--- src/rtl/gearbox_frame_arbiter.sv ---
`timescale 1ns/1ps
// -----------------------------------------------------------------------------
// gearbox_frame_arbiter
//
// Shares the 32->24 gearbox input between two 32-bit RGB frame sources.
// Ownership is granted round-robin per frame and held until the frame's last
// word. Frames longer than MAX_WORDS are cut at MAX_WORDS (the cut word is
// flagged last) and the remainder is swallowed. After every frame, GAP_CYCLES
// idle cycles give the gearbox time to flush its residue.
//
// Ports
//   clk_200m      in   1   clock, rising edge
//   reset         in   1   asynchronous active-low reset
//   s_valid       in   2   per-source word valid
//   s_last        in   2   per-source last word of frame
//   s_data0/1     in  32   source 0/1 RGB word
//   s_ready       out  2   per-source accept
//   gb_ready      in   1   gearbox accepts the presented word
//   data_en       out  1   output word valid (held until gb_ready)
//   data_in_last  out  1   last word of the output frame
//   data_in_rgb   out 32   output word
//   grant         out  2   one-hot frame owner, 0 when unowned
//   busy          out  1   high outside IDLE
//   frame_cnt0/1  out 16   completed frames per source (wrapping)
//   truncate_err  out  1   one-cycle pulse when a frame is cut
// -----------------------------------------------------------------------------
module gearbox_frame_arbiter #(
    parameter logic [15:0] MAX_WORDS  = 16'd9012,
    parameter logic [7:0]  GAP_CYCLES = 8'd4
) (
    input  logic        clk_200m,
    input  logic        reset,
    input  logic [1:0]  s_valid,
    input  logic [1:0]  s_last,
    input  logic [31:0] s_data0,
    input  logic [31:0] s_data1,
    output logic [1:0]  s_ready,
    input  logic        gb_ready,
    output logic        data_en,
    output logic        data_in_last,
    output logic [31:0] data_in_rgb,
    output logic [1:0]  grant,
    output logic        busy,
    output logic [15:0] frame_cnt0,
    output logic [15:0] frame_cnt1,
    output logic        truncate_err
);

    typedef enum logic [2:0] {
        ST_IDLE  = 3'd0,
        ST_PASS  = 3'd1,
        ST_DROP  = 3'd2,
        ST_DRAIN = 3'd3,
        ST_GAP   = 3'd4
    } state_t;

    state_t      state_q, state_d;
    logic [1:0]  grant_q, grant_d;
    logic        owner_q, owner_d;      // index of the last/current granted source
    logic [15:0] word_cnt_q, word_cnt_d;
    logic [7:0]  gap_cnt_q, gap_cnt_d;
    logic        dat_en_q, dat_en_d;
    logic        dat_last_q, dat_last_d;
    logic [31:0] dat_q, dat_d;
    logic [15:0] fcnt0_q, fcnt0_d;
    logic [15:0] fcnt1_q, fcnt1_d;
    logic        trunc_q, trunc_d;
    logic        busy_q, busy_d;

    logic        sel_valid_s;
    logic        sel_last_s;
    logic [31:0] sel_data_s;
    logic        out_free_s;
    logic [15:0] word_num_s;
    logic        is_final_s;
    logic [7:0]  gap_next_s;
    logic [1:0]  s_ready_s;
    logic        load_s;
    logic        load_last_s;

    function automatic logic [1:0] onehot2(input logic idx);
        return idx ? 2'b10 : 2'b01;
    endfunction

    // Select the owning source's request and decode the final-word condition.
    always_comb begin
        sel_valid_s = s_valid[owner_q];
        sel_last_s  = s_last[owner_q];
        sel_data_s  = owner_q ? s_data1 : s_data0;
        out_free_s  = !dat_en_q || gb_ready;
        word_num_s  = word_cnt_q + 16'd1;
        is_final_s  = sel_last_s || (word_num_s == MAX_WORDS);
        gap_next_s  = gap_cnt_q + 8'd1;
    end

    // Frame FSM next state, arbitration, counters and input handshake.
    always_comb begin
        state_d     = state_q;
        grant_d     = grant_q;
        owner_d     = owner_q;
        word_cnt_d  = word_cnt_q;
        gap_cnt_d   = gap_cnt_q;
        fcnt0_d     = fcnt0_q;
        fcnt1_d     = fcnt1_q;
        trunc_d     = 1'b0;
        s_ready_s   = 2'b00;
        load_s      = 1'b0;
        load_last_s = 1'b0;
        case (state_q)
            ST_IDLE: begin
                if (|s_valid) begin
                    // With two requesters the one not served last wins.
                    if (&s_valid) begin
                        owner_d = ~owner_q;
                    end else begin
                        owner_d = s_valid[1];
                    end
                    grant_d = onehot2(owner_d);
                    state_d = ST_PASS;
                end else begin
                    state_d = ST_IDLE;
                end
            end
            ST_PASS: begin
                s_ready_s = onehot2(owner_q) & {2{out_free_s}};
                if (sel_valid_s && out_free_s) begin
                    load_s      = 1'b1;
                    load_last_s = is_final_s;
                    word_cnt_d  = word_num_s;
                    if (is_final_s) begin
                        if (sel_last_s) begin
                            state_d = ST_DRAIN;
                        end else begin
                            state_d = ST_DROP;
                            trunc_d = 1'b1;
                        end
                    end else begin
                        state_d = ST_PASS;
                    end
                end else begin
                    state_d = ST_PASS;
                end
            end
            ST_DROP: begin
                s_ready_s = onehot2(owner_q);
                if (sel_valid_s && sel_last_s) begin
                    state_d = ST_DRAIN;
                end else begin
                    state_d = ST_DROP;
                end
            end
            ST_DRAIN: begin
                // Only the frame's last word can be in the output register here.
                // After a long DROP it may already have left, so an empty
                // register also completes the frame.
                if (out_free_s) begin
                    if (owner_q) begin
                        fcnt1_d = fcnt1_q + 16'd1;
                    end else begin
                        fcnt0_d = fcnt0_q + 16'd1;
                    end
                    grant_d    = 2'b00;
                    word_cnt_d = 16'd0;
                    gap_cnt_d  = 8'd0;
                    if (GAP_CYCLES == 8'd0) begin
                        state_d = ST_IDLE;
                    end else begin
                        state_d = ST_GAP;
                    end
                end else begin
                    state_d = ST_DRAIN;
                end
            end
            ST_GAP: begin
                gap_cnt_d = gap_next_s;
                if (gap_next_s == GAP_CYCLES) begin
                    state_d = ST_IDLE;
                end else begin
                    state_d = ST_GAP;
                end
            end
            default: begin
                state_d    = ST_IDLE;
                grant_d    = 2'b00;
                word_cnt_d = 16'd0;
                gap_cnt_d  = 8'd0;
            end
        endcase
        busy_d = (state_d != ST_IDLE);
    end

    // Output register: load an accepted word, else clear once the gearbox takes it.
    always_comb begin
        if (load_s) begin
            dat_en_d   = 1'b1;
            dat_d      = sel_data_s;
            dat_last_d = load_last_s;
        end else if (gb_ready) begin
            dat_en_d   = 1'b0;
            dat_d      = dat_q;
            dat_last_d = 1'b0;
        end else begin
            dat_en_d   = dat_en_q;
            dat_d      = dat_q;
            dat_last_d = dat_last_q;
        end
    end

    // State and output registers with asynchronous clear.
    always_ff @(posedge clk_200m or negedge reset) begin
        if (!reset) begin
            state_q    <= ST_IDLE;
            grant_q    <= 2'b00;
            owner_q    <= 1'b1;
            word_cnt_q <= 16'd0;
            gap_cnt_q  <= 8'd0;
            dat_en_q   <= 1'b0;
            dat_last_q <= 1'b0;
            dat_q      <= 32'd0;
            fcnt0_q    <= 16'd0;
            fcnt1_q    <= 16'd0;
            trunc_q    <= 1'b0;
            busy_q     <= 1'b0;
        end else begin
            state_q    <= state_d;
            grant_q    <= grant_d;
            owner_q    <= owner_d;
            word_cnt_q <= word_cnt_d;
            gap_cnt_q  <= gap_cnt_d;
            dat_en_q   <= dat_en_d;
            dat_last_q <= dat_last_d;
            dat_q      <= dat_d;
            fcnt0_q    <= fcnt0_d;
            fcnt1_q    <= fcnt1_d;
            trunc_q    <= trunc_d;
            busy_q     <= busy_d;
        end
    end

    assign s_ready      = s_ready_s;
    assign data_en      = dat_en_q;
    assign data_in_last = dat_last_q;
    assign data_in_rgb  = dat_q;
    assign grant        = grant_q;
    assign busy         = busy_q;
    assign frame_cnt0   = fcnt0_q;
    assign frame_cnt1   = fcnt1_q;
    assign truncate_err = trunc_q;

endmodule
--- config.mk ---
export PLATFORM = sky130hd
export DESIGN_NAME = gearbox_frame_arbiter
export DESIGN_NICKNAME = d
export VERILOG_FILES = /design/src/rtl/gearbox_frame_arbiter.sv
export SDC_FILE = /design/constraint.sdc
export NUM_CORES = 1
export LEC_CHECK = 0
export ABC_AREA = 0
export BUFFER_PORTS_ARGS = -buffer_cell sky130_fd_sc_hd__buf_4
export CAP_MARGIN = 20
export CORE_ASPECT_RATIO = 1.1
export CORE_MARGIN = 5
export CORE_UTILIZATION = 45
export CTS_CLUSTER_DIAMETER = 200
export CTS_CLUSTER_SIZE = 40
export DETAILED_ROUTE_END_ITERATION = 10
export PLACE_DENSITY = 0.75
export SLEW_MARGIN = 20
export SYNTH_ARGS = -nofsm -noshare
export SYNTH_HDL_FRONTEND = slang
export SYNTH_SLANG_ARGS = --single-unit
--- constraint.sdc ---
create_clock -name clk_200m -period 1.95 [get_ports clk_200m]
set_input_delay 0.195 -clock clk_200m [delete_from_list [all_inputs] [get_ports clk_200m]]
set_output_delay 0.195 -clock clk_200m [all_outputs]
set_load 0.005 [all_outputs]
Yosys cells after proc, flatten, opt, wreduce, memory -nomap -nowiden
Index checks and enable logic that the tools add are counted.
{"block": "word_totals", "reg_bits": 98, "latch_bits": 0, "mem_bits_rw": 0, "rom_bits": 0, "input_bits": 71, "out_inout_bits": 72, "elab_cells": 88, "mem_count": 0}
{"block": "classes", "n_addsub": 4, "mul": 0, "n_div": 0, "n_lt_le_gt_ge": 1, "eq_ne": 9, "n_shift": 0, "muxes": 38, "bitwise": 5, "reduce_logical": 19}
{"operator": "adder 16 x 1 -> 16 bit, second input constant", "count": 3}
{"operator": "case mux 16 bit (3 select lines)", "count": 1}
{"operator": "two-way mux 16 bit", "count": 2}
{"operator": "two-way mux 32 bit", "count": 1}
{"operator": "case mux 8 bit (3 select lines)", "count": 1}
{"operator": "two-way mux 1 bit", "count": 21}
{"operator": "equality test 16 x 14 -> 1 bit, second input constant", "count": 1}
{"operator": "case mux 3 bit (5 select lines)", "count": 1}
{"operator": "two-way mux 3 bit", "count": 4}
{"operator": "AND reduction 3 bit", "count": 4}
{"operator": "OR reduction 3 bit", "count": 3}
{"operator": "adder 8 x 1 -> 8 bit, second input constant", "count": 1}
{"operator": "equality test 8 x 3 -> 1 bit, second input constant", "count": 1}
{"operator": "two-way mux 2 bit", "count": 4}
{"operator": "two-way mux 8 bit", "count": 1}
{"operator": "equality test 3 x 2 -> 1 bit, second input constant", "count": 2}
{"operator": "!= test 2 bit, second input constant", "count": 3}
{"operator": "case mux 2 bit (3 select lines)", "count": 1}
{"operator": "AND reduction 2 bit", "count": 3}
{"operator": "NOT 1 bit", "count": 4}
{"operator": "case mux 2 bit (2 select lines)", "count": 1}
{"operator": "equality test 3 x 1 -> 1 bit, second input constant", "count": 1}
{"operator": "equality test 3 bit, second input constant", "count": 1}
{"operator": "zero test 3 bit", "count": 1}
{"operator": "other kinds (8)", "count": 10}

Longest topological paths before layout
Gate-level depths: netlist of the first run.
{"block": "logic_depth", "ltp_word": 7, "ltp_mapped": 8}

Worst setup path after synthesis of the first run
OpenSTA, ideal clock, no wires.
{"block": "synth_timing", "path_type": "reg2reg", "start": "register word_cnt_q[2]", "end": "register dat_last_q (netlist: data_in_last)", "arrival_ns": 1.715, "required_ns": 1.849, "slack_ns": 0.134, "path_stages_with_launch": 6, "synth_period_minus_slack_ns": 1.816, "path_cell_list": "dfrtp_1 -> nand4_4 -> nor3_2 -> mux2_2 -> or2_4 -> o311ai_2"}
{"block": "synth_via", "elab_chain_len": 6}
{"item": "start, declared", "line_no": "60", "source": "logic [15:0] word_cnt_q, word_cnt_d;"}
{"item": "start signal, assigned", "line_no": "228", "source": "word_cnt_q <= word_cnt_d;"}
{"item": "adder 16 x 1 -> 16 bit", "line_no": "91", "source": "word_num_s = word_cnt_q + 16'd1;"}
{"item": "equality test 16 x 14 -> 1 bit", "line_no": "92", "source": "is_final_s = sel_last_s || (word_num_s == MAX_WORDS);"}
{"item": "logical OR 1 bit", "line_no": "92"}
{"item": "two-way mux 1 bit", "line_no": "126", "source": "if (sel_valid_s && out_free_s) begin"}
{"item": "two-way mux 1 bit", "line_no": "109", "source": "case (state_q)"}
{"item": "two-way mux 1 bit", "line_no": "194", "source": "if (load_s) begin"}
{"item": "end signal, assigned", "line_no": "231", "source": "dat_last_q <= dat_last_d;"}
{"item": "end, declared", "line_no": "63", "source": "logic dat_last_q, dat_last_d;"}
No other way between the ends.
A chain may end at the register's enable or synchronous reset.

Final worst setup path of the first run
{"block": "layout_timing", "start": "register dat_en_q (netlist: data_en)", "end": "output port s_ready[0]"}
{"block": "layout_via", "elab_chain_len": 4}
{"item": "start, declared", "line_no": "62", "source": "logic dat_en_q, dat_en_d;"}
{"item": "start signal, assigned", "line_no": "230", "source": "dat_en_q <= dat_en_d;"}
{"item": "zero test 1 bit", "line_no": "90", "source": "out_free_s = !dat_en_q || gb_ready;"}
{"item": "logical OR 1 bit", "line_no": "90"}
{"item": "AND 2 bit", "line_no": "125", "source": "s_ready_s = onehot2(owner_q) & {2{out_free_s}};"}
{"item": "case mux 2 bit (2 select lines)", "line_no": "109"}
{"item": "end, declared", "line_no": "37", "source": "output logic [1:0] s_ready,"}
No other way between the ends.

==> results_dict.tcl, run 1 <==
set metrics [dict create \
    cts_root_buf "clkbuf_16" \
    total_power_mw 8.36 \
    worst_path_max_delay_cell "dfrtp_1" \
    first_pass_iters 4 \
    p_leak_nw 3.30 \
    drt_wl_total_mm 11.8 \
    worst_setup_path_start_kind "flop" \
    path_clk_slew_ns 0.07 \
    status "complete, no violations" \
    grt_pass1_vias 4218 \
    ys_ff_latch 98 \
    peakVddDrop_mv 0.710 \
    io_buffers 142 \
    fmax_ghz 0.533 \
    routabilityCongestion 0.856 \
    die_width_um 109 \
    min_from "s_valid[0]" \
    dieArea_um2 13100 \
    syn-cell-area_um2 4900 \
    finalSetupViolations 0 \
    core_area_um2 10800 \
    synth_top_family_by_area "simple AND/OR/NAND/NOR gates" \
    fillers 911 \
    grt_pass1_wl_mm 19.9 \
    finalMaxSlewViolations 0 \
    io_pins 143 \
    worstMarginPinSlew_ns 0.579 \
    area_growth_pct 35.2 \
    cts_tree "done" \
    hp-class "input pin to flop" \
    rsz0062_at_grt "no" \
    tns_ns 0 \
    cp.required_ns 1.75 \
    synthFlopType "dfrtp_1" \
    slew_headroom_pct 61.4 \
    ys_seq_area_share_pct 50.1 \
    synth_xor_area_share_pct 6.44 \
    diodes 0 \
    drive_gt1_share_pct 33.0 \
    synth_adder_area_share_pct 1.28 \
    cts_buffer_depth 2 \
    core.rowCount 40 \
    synthArstFlopShare_pct 100 \
    synth_edf_count 0 \
    synth.distinct_cells 55 \
    timing.critical_path.cells "nand2b_2 -> nand2_1 -> mux2i_1 -> nor3b_1 -> buf_4" \
    yosysWarnings 0 \
    synthCells 478 \
    drtIter0Drc 170 \
    synth_fp_nets 554 \
    p_per_area_nw_per_um2 1260 \
    cts_sinks 98 \
    critical_path.max_fanout 9 \
    gr-total-overflow 0 \
    clock_latency_ns 0.35 \
    ant_nets 0 \
    fin_crit_ns 1.88 \
    yosys.area_share.simple_pct 19.8 \
    grt_start_max_net_pins 85 \
    mostFrequentLayoutCells "162 x buf_4, 94 x dfrtp_1, 74 x o21ai_0, 70 x nand2_1, 34 x mux2i_1" \
    fp.dieH_um 119 \
    route.vias.total 4069 \
    initial_core_util_pct 45.3 \
    track_usage_pct 18.7 \
    slowest_delay_ns 0.39 \
    skew_ns 0.00912 \
    startpoint "data_en" \
    avgSynthCellArea_um2 10.2 \
    synth-compound-area-share_pct 11.6 \
    grt_antenna_before_repair 0 \
    layout.nets 707 \
    via_per_inst 5.20 \
    critPathCaptureType "primary output" \
    crit_arrival_ns 1.68 \
    crit_type "flop to primary output" \
    final_common_cell "buf_4" \
    routedWlPerCell_um 15.1 \
    synthMuxAreaShare_pct 7.95 \
    period_share_pct 96.2 \
    dpl.hpwl_mm 8.64 \
    drc 0 \
    max_cap_violations 0 \
    hold_violations 0 \
    htreeDepth 3 \
    numCtsBuffers 9 \
    r2r-start "word_cnt_q[1]" \
]
## layout make-up
cell class              instances  area [um2]  area share (%)
clock inverters                 7         130            1.97
flip-flops and latches         98        2460            37.1
inverters                       4        15.0           0.227
repair buffers                166        1290            19.4
clock buffers                   9         225            3.40
multi-input cells             352        2320            35.1
well taps                     147         184            2.78
## sequential cells by signal, summed over array words and instances, names as in the netlist
signal and cells:
data_in_rgb 32, frame_cnt0 16, frame_cnt1 16, word_cnt_q 16, gap_cnt_q 8, state_q 3, grant 2, busy 1
data_en 1, data_in_last 1, owner_q 1, truncate_err 1
## synth_stat cells, drive strengths merged (2+ instances only)
cell,count,area [um2]
a21oi,6,30.0
a22o,2,17.5
a31oi,3,18.8
a32o,2,20.0
and2,4,25.0
and3,15,93.8
and4,3,26.3
buf,20,109
clkbuf,4,15.0
dfrtp,97,2430
ha,5,62.6
inv,4,15.0
mux2,4,48.8
mux2i,34,340
nand2,70,263
nand2b,4,25.0
nand3,21,115
nand3b,2,15.0
nand4,9,92.6
nor2,22,82.6
nor3,7,45.0
nor3b,3,27.5
nor4,6,65.1
nor4b,2,23.8
o21ai,74,370
o22ai,2,18.8
o31ai,3,22.5
o41ai,3,26.3
xnor2,26,228
xor2,10,87.6
## where the power goes
group | switching (mW) | internal, mW
logic | 1.65 | 1.61
registers | 0.406 | 2.58
clock network | 0.829 | 1.28
total | 2.88 | 5.47
## timing repair
action	in CTS	in global routing
endpoints found under the setup margin	1	5
hold buffers	1	0
gates resized for setup	1	5
hold endpoints to repair	28	0
buffers inserted	0	0
## through the flow
| stage | instances | utilization (%) | area [um2] | hold slack, ns | worst slack, ns |
|---|---|---|---|---|---|
| finish | 783 | 61.2 | 6620 | 0.0844 | 0.0748 |
| global route | 783 | 61.2 | 6620 | 0.0905 | 0.00635 |
| CTS | 783 | 61.1 | 6610 | 0.0681 | 0.0207 |
| detailed placement | 766 | 57.7 | 6240 | 0.161 | 0.0523 |
| global placement | 766 | 57.7 | 6240 | 0.157 | 0.131 |
| floorplan | 478 | - | 4900 | -0.101 | 0.134 |
## metal layers
metal	track usage [%]	part of all wire (%)	up-vias
li1	-	-	1997
met1	23.9	42	1939
met2	31.2	51	115
met3	3.52	5.3	18
met4	6.86	1.7	0
met5	0	0	-
## worst max-delay path: cells and delay by family (launching register included)
family	cells	cell delay [ns]
AND/OR/NAND/NOR	3	0.60
multiplexers	1	0.17
flip-flops	1	0.39
buffers and inverters	1	0.17
## logic make-up (layout without fill, tap and decap cells)
family,count (synthesis),in the layout
DFF,98,98
adders and majority gates,5,5
buffers and inverters,28,186
xor gates and xnor gates,36,36
AOI/OAI and AO/OA,99,99
muxes,38,38
and+or+nand+nor,174,174
## final timing paths
path	endpoint	slack, ns	depth (start not counted)
worst min-delay path	owner_q	0.08	2
worst max register to register	data_in_last	0.11	5
worst max-delay path	s_ready[0]	0.07	5
min in group asynchronous	frame_cnt0[11]	0.32	2
max in group asynchronous	word_cnt_q[3]	0.91	3
worst min register to register	frame_cnt1[15]	0.47	1
Power figures use the tool's default switching activity.
==> inputs of run 2 (changes only) <==
--- a/config.mk
+++ b/config.mk
@@ -5,11 +5,11 @@
 export SDC_FILE = /design/constraint.sdc
 export NUM_CORES = 1
 export LEC_CHECK = 0
-export ABC_AREA = 0
+export ABC_AREA = 1
 export BUFFER_PORTS_ARGS = -buffer_cell sky130_fd_sc_hd__buf_4
 export CAP_MARGIN = 20
 export CORE_ASPECT_RATIO = 1.1
-export CORE_MARGIN = 5
+export CORE_MARGIN = 8
 export CORE_UTILIZATION = 45
 export CTS_CLUSTER_DIAMETER = 200
 export CTS_CLUSTER_SIZE = 40
==> run 2 against run 1 <==
  * Non-clock buffer count down 4
  * Core utilization rose by 0.62 points
  * Combinational power grew 2%
  * Critical path depth up 8
  * Worst hold slack worse by 0.036 ns
  * Critical endpoint is now busy
==> results_dict.tcl, run 2 <==
set metrics [dict create \
    status "complete, no violations" \
    hold_depth 2 \
    period_share_pct 96.9 \
    diodes 0 \
    routedWlPerCell_um 15.2 \
    path_clk_slew_ns 0.07 \
    htreeDepth 3 \
    area_growth_pct 36.1 \
    synth_top_family_by_area "simple AND/OR/NAND/NOR gates" \
    syn-cell-area_um2 4910 \
    drc 0 \
    synth_xor_area_share_pct 6.42 \
    finalMaxSlewViolations 0 \
    p_per_area_nw_per_um2 1220 \
    mostFrequentLayoutCells "154 x buf_4, 145 x nand2_1, 97 x dfrtp_1, 60 x nor2_1, 48 x inv_1" \
    layout.nets 804 \
    gr-total-overflow 0 \
    hold_violations 0 \
    dpl.hpwl_mm 10.0 \
    synth.distinct_cells 40 \
    cp.required_ns 2.18 \
    synthArstFlopShare_pct 100 \
    finalSetupViolations 0 \
    routabilityCongestion 0.874 \
    grt_antenna_before_repair 0 \
    cts_root_buf "clkbuf_16" \
    synth_edf_count 0 \
    r2r_end "busy" \
    yosysWarnings 0 \
    r2r-start "word_cnt_q[1]" \
    synthMuxAreaShare_pct 0.662 \
    synthFlopType "dfrtp_1" \
    via_per_inst 5.04 \
    ys_seq_area_share_pct 49.9 \
    p_leak_nw 3.26 \
    io_pins 143 \
    total_power_mw 8.14 \
    worstMarginPinSlew_ns 0.439 \
    worst_setup_path_start_kind "flop" \
    cts_tree "done" \
    worst-r2r-setup-slack_ns 0.06 \
    synth.top_cell.area_share_pct 49.4 \
    ys_ff_latch 98 \
    critical_path.max_fanout 5 \
    fin_cells 880 \
    track_usage_pct 18.7 \
    initial_core_util_pct 45.5 \
    final_common_cell "buf_4" \
    io_buffers 142 \
    core_area_um2 10800 \
    crit_arrival_ns 2.12 \
    fmax_ghz 0.529 \
    drtIter0Drc 205 \
    route.vias.total 4431 \
    first_pass_iters 4 \
    crit_type "flop to flop" \
    dieArea_um2 14500 \
    max_cap_violations 0 \
    synth-compound-area-share_pct 8.45 \
    synth.largest_area_cell "dfrtp_1" \
    critPathCaptureType "flop" \
    die_width_um 116 \
    dp_slack_ns -0.0721 \
    drt_wl_total_mm 13.4 \
    core.rowCount 40 \
    synth_adder_area_share_pct 1.27 \
    clock_latency_ns 0.34 \
    ant_nets 0 \
    synthCells 571 \
    rsz0062_at_grt "yes" \
    yosys.area_share.simple_pct 27.3 \
    cts_sinks 98 \
    placed_cells 857 \
    fp.dieH_um 126 \
    grt_start_max_net_pins 39 \
    slew_headroom_pct 70.0 \
    tns_ns 0 \
    timing.final.ws_setup_ns 0.0604 \
    avgSynthCellArea_um2 8.61 \
    numCtsBuffers 9 \
    grt_pass1_vias 4466 \
    peakVddDrop_mv 0.915 \
    fin_crit_ns 1.89 \
    hp-class "input pin to flop" \
    ys_top_cells_by_count "149 x nand2_1, 97 x dfrtp_1, 65 x nor2_1" \
    synth_fp_nets 647 \
    largest_reg_flops 32 \
    worstHoldEndpoint "data_in_last" \
    cts_buffer_depth 2 \
    synth.most_common_cell "nand2_1" \
    reg2regPathDepth 13 \
    skew_ns 0.00620 \
    synth_area_leaders "dfrtp_1 49%, nand2_1 11%, nor2_1 5.0%" \
    drive_gt1_share_pct 31.9 \
    grt_pass1_wl_mm 21.9 \
    min_from "gb_ready" \
]
## run 2: cell types whose count changed in the layout (fill, tap and decap cells not counted), sizes merged, moves of 14 or more
cell	before	now
o21ai	74	18
inv	7	54
nand2	70	160
and3	15	1
mux2i	34	1
nor2	22	81
a31oi	3	32
## run 2: layout make-up
type	count	area [um2]
Clock buffer	10	229
Multi-Input combinational cell	403	2250
Tap cell	147	184
Clock inverter	6	75.1
Sequential cell	98	2450
Timing Repair Buffer	162	1290
Inverter	54	203
Fill cell	918	4120
## run 2: repair_timing
action | CTS | global route
setup endpoints to repair | 18 | 10
gates cloned | 0 | 1
endpoints found under the hold margin | 21 | 0
gates resized for setup | 2 | 21
pin swaps | 1 | 8
hold buffers | 1 | 0
buffers inserted | 1 | 4
## run 2: critical path: stages, from the launching register on
cell,delay (ns)
dfrtp_1,0.40
ha_4,0.17
nand3_4,0.10
nor2_4,0.22
buf_4,0.14
nand4_1,0.08
nand2_1,0.11
nand2_1,0.08
nor2_2,0.12
nand3_2,0.11
nand2_2,0.07
nand2_2,0.05
nor2_2,0.08
nand2_1,0.05
## run 2: kinds of logic (layout without fill, tap and decap cells)
family	Yosys count	in the layout
compound gates	70	70
buf+inv	71	232
fa+ha+maj	5	5
mux	3	3
simple gates	288	289
xor+xnor	36	36
flops	98	98
## run 2: metal layers
metal	share of wire [%]	track usage [%]
met1	42	22.5
met2	50	30.8
met3	6.8	5.10
met4	1.9	6.88
met5	0	0
## run 2: how the worst max path moves through the flow
stage / startpoint / to / slack, ns
finish: word_cnt_q[1] / busy / 0.06
detailed placement: data_en / word_cnt_q[1] / -0.07
global placement: data_en / word_cnt_q[3] / 0.07
global route: word_cnt_q[1] / busy / -0.10
floorplan: word_cnt_q[0] / busy / 0.17
CTS: word_cnt_q[1] / busy / 0.01
## run 2: metrics by stage
stage	cell area [um2]	util, %	hold WS [ns]
3_5_place_dp	6220	57.5	0.127
5_1_grt	6690	61.9	0.0531
4_1_cts	6560	60.7	0.0337
6_report	6690	61.9	0.0489
3_3_place_gp	6220	57.5	0.123
2_1_floorplan	4910	-	-0.101
## run 2: report_power, final
group	switching (mW)	total (mW)	internal [mW]
Sequential	0.414	2.99	2.57
Clock	0.800	1.81	1.01
Combinational	1.80	3.34	1.54
